**config.mk**
```make
export PLATFORM = sky130hd
export DESIGN_NAME = hazard_stall_controller
export DESIGN_NICKNAME = d
export VERILOG_FILES = /design/src/rtl/hazard_stall_controller.sv
export SDC_FILE = /design/constraint.sdc
export NUM_CORES = 1
export LEC_CHECK = 0
export BUFFER_PORTS_ARGS = -buffer_cell sky130_fd_sc_hd__buf_4
export CAP_MARGIN = 20
export CORE_ASPECT_RATIO = 0.75
export CORE_MARGIN = 2
export CORE_UTILIZATION = 40
export CTS_CLUSTER_SIZE = 12
export DETAILED_ROUTE_END_ITERATION = 10
export PLACE_DENSITY = 0.92
export SLEW_MARGIN = 20
export SYNTH_ARGS = -nofsm -noshare
export SYNTH_HDL_FRONTEND = slang
export SYNTH_SLANG_ARGS = --single-unit
```
**constraint.sdc**
```tcl
create_clock -name Clk -period 2.3 [get_ports Clk]
set_clock_uncertainty 0.05 [all_clocks]
set_input_delay 0.23 -clock Clk [delete_from_list [all_inputs] [get_ports Clk]]
set_output_delay 0.23 -clock Clk [all_outputs]
set_load 0.01 [all_outputs]
```
**src/rtl/hazard_stall_controller.sv**
```systemverilog
// Pipeline hazard/stall sequencer: load-use stalls, taken-branch flushes and multi-cycle mul holds.
// Optional stall-cycle counter is built only when STALL_COUNTER_EN is defined.
module hazard_stall_controller #(
    parameter int MUL_LATENCY = 3,
    parameter int CNT_W       = 4
) (
    input  logic        Clk,
    input  logic        Rst,
    input  logic [4:0]  ID_Rs,
    input  logic [4:0]  ID_Rt,
    input  logic        ID_UsesRt,
    input  logic        ID_IsMul,
    input  logic        EX_R_Enable,
    input  logic [4:0]  EX_DstReg,
    input  logic        BranchTaken,
    output logic        PCWrite,
    output logic        IFID_Write,
    output logic        IFID_Flush,
    output logic        IDEX_Write,
    output logic        IDEX_Bubble,
    output logic        EXMEM_Bubble,
    output logic        MulBusy,
    output logic [31:0] StallCount,
    output logic        dbg_state
);

    typedef enum logic {
        RUN      = 1'b0,
        MUL_WAIT = 1'b1
    } state_t;

    // A single-cycle mul never waits, so the reload value only matters when MUL_LATENCY > 1.
    localparam bit         MUL_MULTI = (MUL_LATENCY > 1);
    localparam logic [CNT_W-1:0] MUL_LOAD = MUL_MULTI ? CNT_W'(MUL_LATENCY - 2) : '0;

    state_t           state, state_next;
    logic [CNT_W-1:0] mul_cnt, mul_cnt_next;
    logic             load_use;

    assign dbg_state = state;

    assign load_use = EX_R_Enable && (EX_DstReg != 5'd0) &&
                      ((EX_DstReg == ID_Rs) || (ID_UsesRt && (EX_DstReg == ID_Rt)));

    always_ff @(posedge Clk) begin
        if (!Rst) begin
            state   <= RUN;
            mul_cnt <= '0;
        end else begin
            state   <= state_next;
            mul_cnt <= mul_cnt_next;
        end
    end

    always_comb begin
        state_next   = state;
        mul_cnt_next = mul_cnt;
        case (state)
            RUN: begin
                if (BranchTaken) begin
                    state_next = RUN;
                end else if (load_use) begin
                    state_next = RUN;
                end else if (ID_IsMul && MUL_MULTI) begin
                    state_next   = MUL_WAIT;
                    mul_cnt_next = MUL_LOAD;
                end
            end
            MUL_WAIT: begin
                // EX is occupied by the mul, so branch and load-use indications are not genuine here.
                if (mul_cnt != '0) begin
                    mul_cnt_next = mul_cnt - CNT_W'(1);
                end else begin
                    state_next = RUN;
                end
            end
            default: begin
                state_next   = RUN;
                mul_cnt_next = '0;
            end
        endcase
    end

    always_comb begin
        PCWrite      = 1'b1;
        IFID_Write   = 1'b1;
        IFID_Flush   = 1'b0;
        IDEX_Write   = 1'b1;
        IDEX_Bubble  = 1'b0;
        EXMEM_Bubble = 1'b0;
        MulBusy      = 1'b0;
        if (Rst) begin
            case (state)
                RUN: begin
                    if (BranchTaken) begin
                        IFID_Flush  = 1'b1;
                        IDEX_Bubble = 1'b1;
                    end else if (load_use) begin
                        PCWrite     = 1'b0;
                        IFID_Write  = 1'b0;
                        IDEX_Bubble = 1'b1;
                    end
                end
                MUL_WAIT: begin
                    PCWrite      = 1'b0;
                    IFID_Write   = 1'b0;
                    IDEX_Write   = 1'b0;
                    EXMEM_Bubble = 1'b1;
                    MulBusy      = 1'b1;
                end
                default: begin
                    PCWrite = 1'b1;
                end
            endcase
        end
    end

`ifdef STALL_COUNTER_EN
    // Counts every front-end stall cycle outside reset, saturating instead of wrapping.
    always_ff @(posedge Clk) begin
        if (!Rst) begin
            StallCount <= 32'h0;
        end else if (!PCWrite && (StallCount != 32'hFFFF_FFFF)) begin
            StallCount <= StallCount + 32'd1;
        end
    end
`else
    assign StallCount = 32'h0;
`endif

endmodule

```
==> After elaboration in Yosys (flattened, before gate mapping) <==
Index checks and enable logic that the tools add are counted.
{ "op_classes": {"add_sub_neg": 1, "multipliers": 0, "div": 0, "n_lt_le_gt_ge": 0, "n_eq_ne": 6, "n_shift": 0, "n_mux": 25, "bitwise": 1, "reduce_logical": 7} }
{ "op_table": {"columns": ["operator", "n"], "rows": [
  ["2-to-1 mux 1 bit", 18],
  ["2-to-1 mux 4 bit", 4],
  ["equality test 5 bit", 2],
  ["case mux 4 bit (2 select lines)", 1],
  ["!= test 2 bit, second input constant", 3],
  ["nonzero test 5 bit", 1],
  ["case mux 1 bit (2 select lines)", 2],
  ["AND reduction 4 bit", 1],
  ["nonzero test 4 bit", 1],
  ["subtractor 4 x 1 -> 4 bit, second input constant", 1],
  ["logical AND 1 bit", 3],
  ["!= test 2 x 1 -> 1 bit, second input constant", 1],
  ["logical OR 1 bit", 1],
  ["inverter 1 bit", 1]
]} }
{ "totals": {"ff_bits": 5, "latch_bits": 0, "mem_bits_rw": 0, "romBits": 0, "output_inout_bits": 40, "elab_cells": 42, "n_memories": 0} }

==> Logic depth before layout (Yosys ltp) <==
{ "depth": {"ltp_word": 8, "mapped_depth": 6, "depth_no_buf": 6} }

==> Worst setup path after synthesis <==
Ideal clock, no wire load.
{ "synth_timing": {"path_kind": "input to output", "start": "in EX_DstReg[1]", "end": "out PCWrite", "t_arrival_ns": 1.282, "t_required_ns": 2.020, "setup_slack_ns": 0.738, "path_stages": 4, "path_cell_list": "or4_1 > o21ai_2 > o31a_1 > buf_4"} }
{ "synth_between": {"elab_chain_cells": 8, "word_cells_on_any_way": 11, "cone_classes": "2 x eq/ne; 4 x mux; 5 x reduce/logical"} }
{ "synth_lines": {"columns": ["element", "line_no", "text"], "rows": [
  ["from (decl)", "14", "input logic [4:0] EX_DstReg,"],
  ["equality test 5 bit", "43", "((EX_DstReg == ID_Rs) || (ID_UsesRt && (EX_DstReg == ID_Rt)));"],
  ["logical AND 1 bit", "43", null],
  ["logical OR 1 bit", "43", null],
  ["logical AND 1 bit (*)", "42", "assign load_use = EX_R_Enable && (EX_DstReg != 5'd0) &&"],
  ["2-to-1 mux 1 bit (*) (2 in a row)", null, null],
  ["case mux 1 bit (2 select lines) (*)", null, null],
  ["2-to-1 mux 1 bit (*)", null, null],
  ["to (decl)", "16", "output logic PCWrite,"]
]} }
Mark *: on every way between the ends. The rest lies on a longest branch, timed or not.

==> Worst setup path in the final report <==
{ "layout_timing": {"start": "in EX_DstReg[1]", "end": "out IDEX_Bubble"} }
{ "layout_between": {"elab_chain_cells": 8, "word_cells_on_any_way": 11, "cone_classes": "2 x eq/ne; 4 x mux; 5 x reduce/logical"} }
{ "layout_lines": {"columns": ["element", "line_no", "text"], "rows": [
  ["equality test 5 bit", "43", null],
  ["logical AND 1 bit", "43", null],
  ["logical OR 1 bit", "43", null],
  ["logical AND 1 bit (*)", "42", null],
  ["2-to-1 mux 1 bit (*)", "98", "end else if (load_use) begin"],
  ["2-to-1 mux 1 bit (*)", "95", "if (BranchTaken) begin"],
  ["2-to-1 mux 1 bit (*)", "93", "case (state)"],
  ["2-to-1 mux 1 bit (*)", "92", "if (Rst) begin"],
  ["to (decl)", "20", "output logic IDEX_Bubble,"]
]} }
Marked as above.

==> summary.md <==
| Metric | Value |
|---|---|
| Mapped Cells | `93` |
| Pwr Density | `408 nW/um2` |
| Worst Setup Start Kind | `primary input` |
| Area growth syn-to-layout | `17.5%` |
| PortBufs | `28` |
| Final Power | `0.333 mW` |
| Fin nets | `144` |
| Clock transition at path regs | `0.04 ns` |
| Synthesized area | `694 um2` |
| Leak pwr | `0.408 nW` |
| Row count | `13` |
| First-pass GRT wire length | `2460 um` |
| Hold buffers post-CTS | `0` |
| Drt drc | `0` |
| Synth area leaders | `buf_4 37%, dfxtp_1 14%, xnor2_1 13%` |
| Number of H-tree levels | `1` |
| Antenna-violating nets left | `0` |
| Drt via density | `4.34` |
| Unique masters post-synth | `29` |
| Arrival @ worst endpoint | `1.51 ns` |
| Final Hold Viols | `0` |
| Ys async rst share | `0` |
| Comb pwr share | `0.398` |
| Critical Path Sink Type | `output pin` |
| Final Slew Violations | `0` |
| Final min period | `1.79 ns` |
| Sum Neg Setup Slack | `0 ns` |
| Switching Fraction | `0.349` |
| Largest net degree at the start of global routing | `10` |
| Die Width | `52.1 um` |
| Most instantiated library cell after synthesis | `buf_4` |
| Number of global-route vias before repair | `586` |
| Status | `finished clean` |
| Final RePlAce weighted congestion | `0.811` |
| Fraction of layout cells with a size suffix above 1 | `0.289` |
| Hold WC Path Type | `primary input to flop` |
| Flop pwr share | `0.290` |
| GRT Util Overall | `0.167` |
| Yosys reg bits | `5` |
| Core Box Area | `1680 um2` |
| Diodes inserted | `0` |
| Post-synth top area share | `0.368` |
| P_int | `0.216 mW` |
| Clock Sinks | `5` |
| Drt first pass iters | `4` |
| RSZ-0062 raised after global routing | `false` |
| FMAX | `559 MHz` |
| Root buf cell | `clkbuf_4` |
| Setup-failing EPs final | `0` |
| Final WL | `1500 um` |
| Setup bufs post-CTS | `0` |
| Number of max-cap violations | `0` |
| Area leader, netlist | `buf_4` |
| I/O Pins | `61` |
| Number of synthesized flops with an enable pin | `0` |
| Die Footprint | `2090 um2` |
| Clock share of power | `0.312` |
| DR vias | `620` |
| Final period util | `0.778` |
| Cts repair resizes | `0` |
| Clk buf depth | `2` |
| HPWL Detailed | `1280 um` |
| Worst Path Class, Setup | `primary input to output pin` |
| Initial Util | `0.414` |
| Seq/Total Area, Yosys | `0.144` |
| Clock latency on the worst-skew pair | `0.25 ns` |
| CP Data Required Time | `2.02 ns` |
| Num CTS Buffers | `3` |
| Die Ht | `40.1 um` |
| VDD IR max | `0.204 mV` |
| Initial DRC count | `17` |
| Routed WL per cell | `10.5 um` |
| Psw | `0.116 mW` |
| Crit-path max FO | `3` |
| Cell depth of the worst hold path | `2` |
| GRT overflow | `0` |
| Register-to-Register Path Depth | `6` |
| Initial antenna violation count | `0` |
| Most used DFF post-synth | `dfxtp_1` |
| Warnings, synthesis | `0` |
| CTS tree | `yes` |
| Synthesized area per cell | `7.47 um2` |
| Synth cell count leaders | `34 x buf_4, 10 x xnor2_1, 7 x nand2_1` |
[layout make-up]
type                            instances  area [um2]
Sequential cell                         5         100
Tap cell                               22        27.5
Clock buffer                            4        26.3
Multi-Input combinational cell         80         437
Timing Repair Buffer                   28         210
Fill cell                             174         860
Inverter                                4        15.0
[sequential cells by signal (all words and copies together) (netlist names)]
signal     flops
mul_cnt        4
dbg_state      1
[kinds of logic (layout without fill, tap and decap cells)]
family,count (synthesis),in the layout,share of synthesized area
compound gates,12,12,0.123
xor+xnor,10,10,0.126
fa+ha+maj,1,1,0.0180
buf+inv,39,36,0.395
flops,5,5,0.144
other cells,1,32,0.00540
simple gates,25,25,0.189
[placed cells by master, fill, tap and decap left out, types with 2 or more instances in the layout]
cell type and instances:
conb_1 32, xnor2_1 10, nand4_1 3, o21ai_1 2, nand2b_1 2, dfxtp_1 5, nor2_1 5, clkbuf_4 3
buf_4 28, nand2_1 7, inv_1 4, o22ai_1 2
[power by group through the flow]
stage | clock [mW] | sequential (mW) | combinational, mW
after floorplan | 0 | 0.0973 | 0.119
after global placement | 0 | 0.0975 | 0.126
after detailed placement | 0 | 0.0981 | 0.130
after CTS | 0.108 | 0.0963 | 0.131
after global routing | 0.114 | 0.0970 | 0.147
final | 0.104 | 0.0966 | 0.132
[worst paths after layout]
check,startpoint,end,slack [ns]
worst max-delay path,EX_DstReg[1],IDEX_Bubble,0.51
worst min-delay path,Rst,dbg_state,0.22
worst min register to register,mul_cnt[1],mul_cnt[1],0.44
worst max register to register,mul_cnt[0],mul_cnt[0],0.80
[through the flow]
step | std cells | worst slack, ns | hold WS [ns] | cell area [um2] | utilization
after CTS | 143 | 0.504 | 0.204 | 816 | 0.487
after global routing | 143 | 0.410 | 0.213 | 816 | 0.487
after detailed placement | 139 | 0.506 | 0.435 | 790 | 0.471
after floorplan | 124 | 0.738 | 0.402 | 811 | -
final | 143 | 0.510 | 0.216 | 816 | 0.487
after global placement | 139 | 0.551 | 0.423 | 790 | 0.471
[critical path, cell delays in order]
cell     delay [ns]
buf_4          0.12
or4_1          0.53
o21ai_2        0.19
nor2_1         0.06
a31o_1         0.22
buf_4          0.14
[metal layers]
metal,share of wire,global-route usage
met3,0.061,0.0410
met5,0,0
met4,0.021,0.132
met2,0.55,0.301
met1,0.37,0.173
Power figures use the tool's default switching activity.
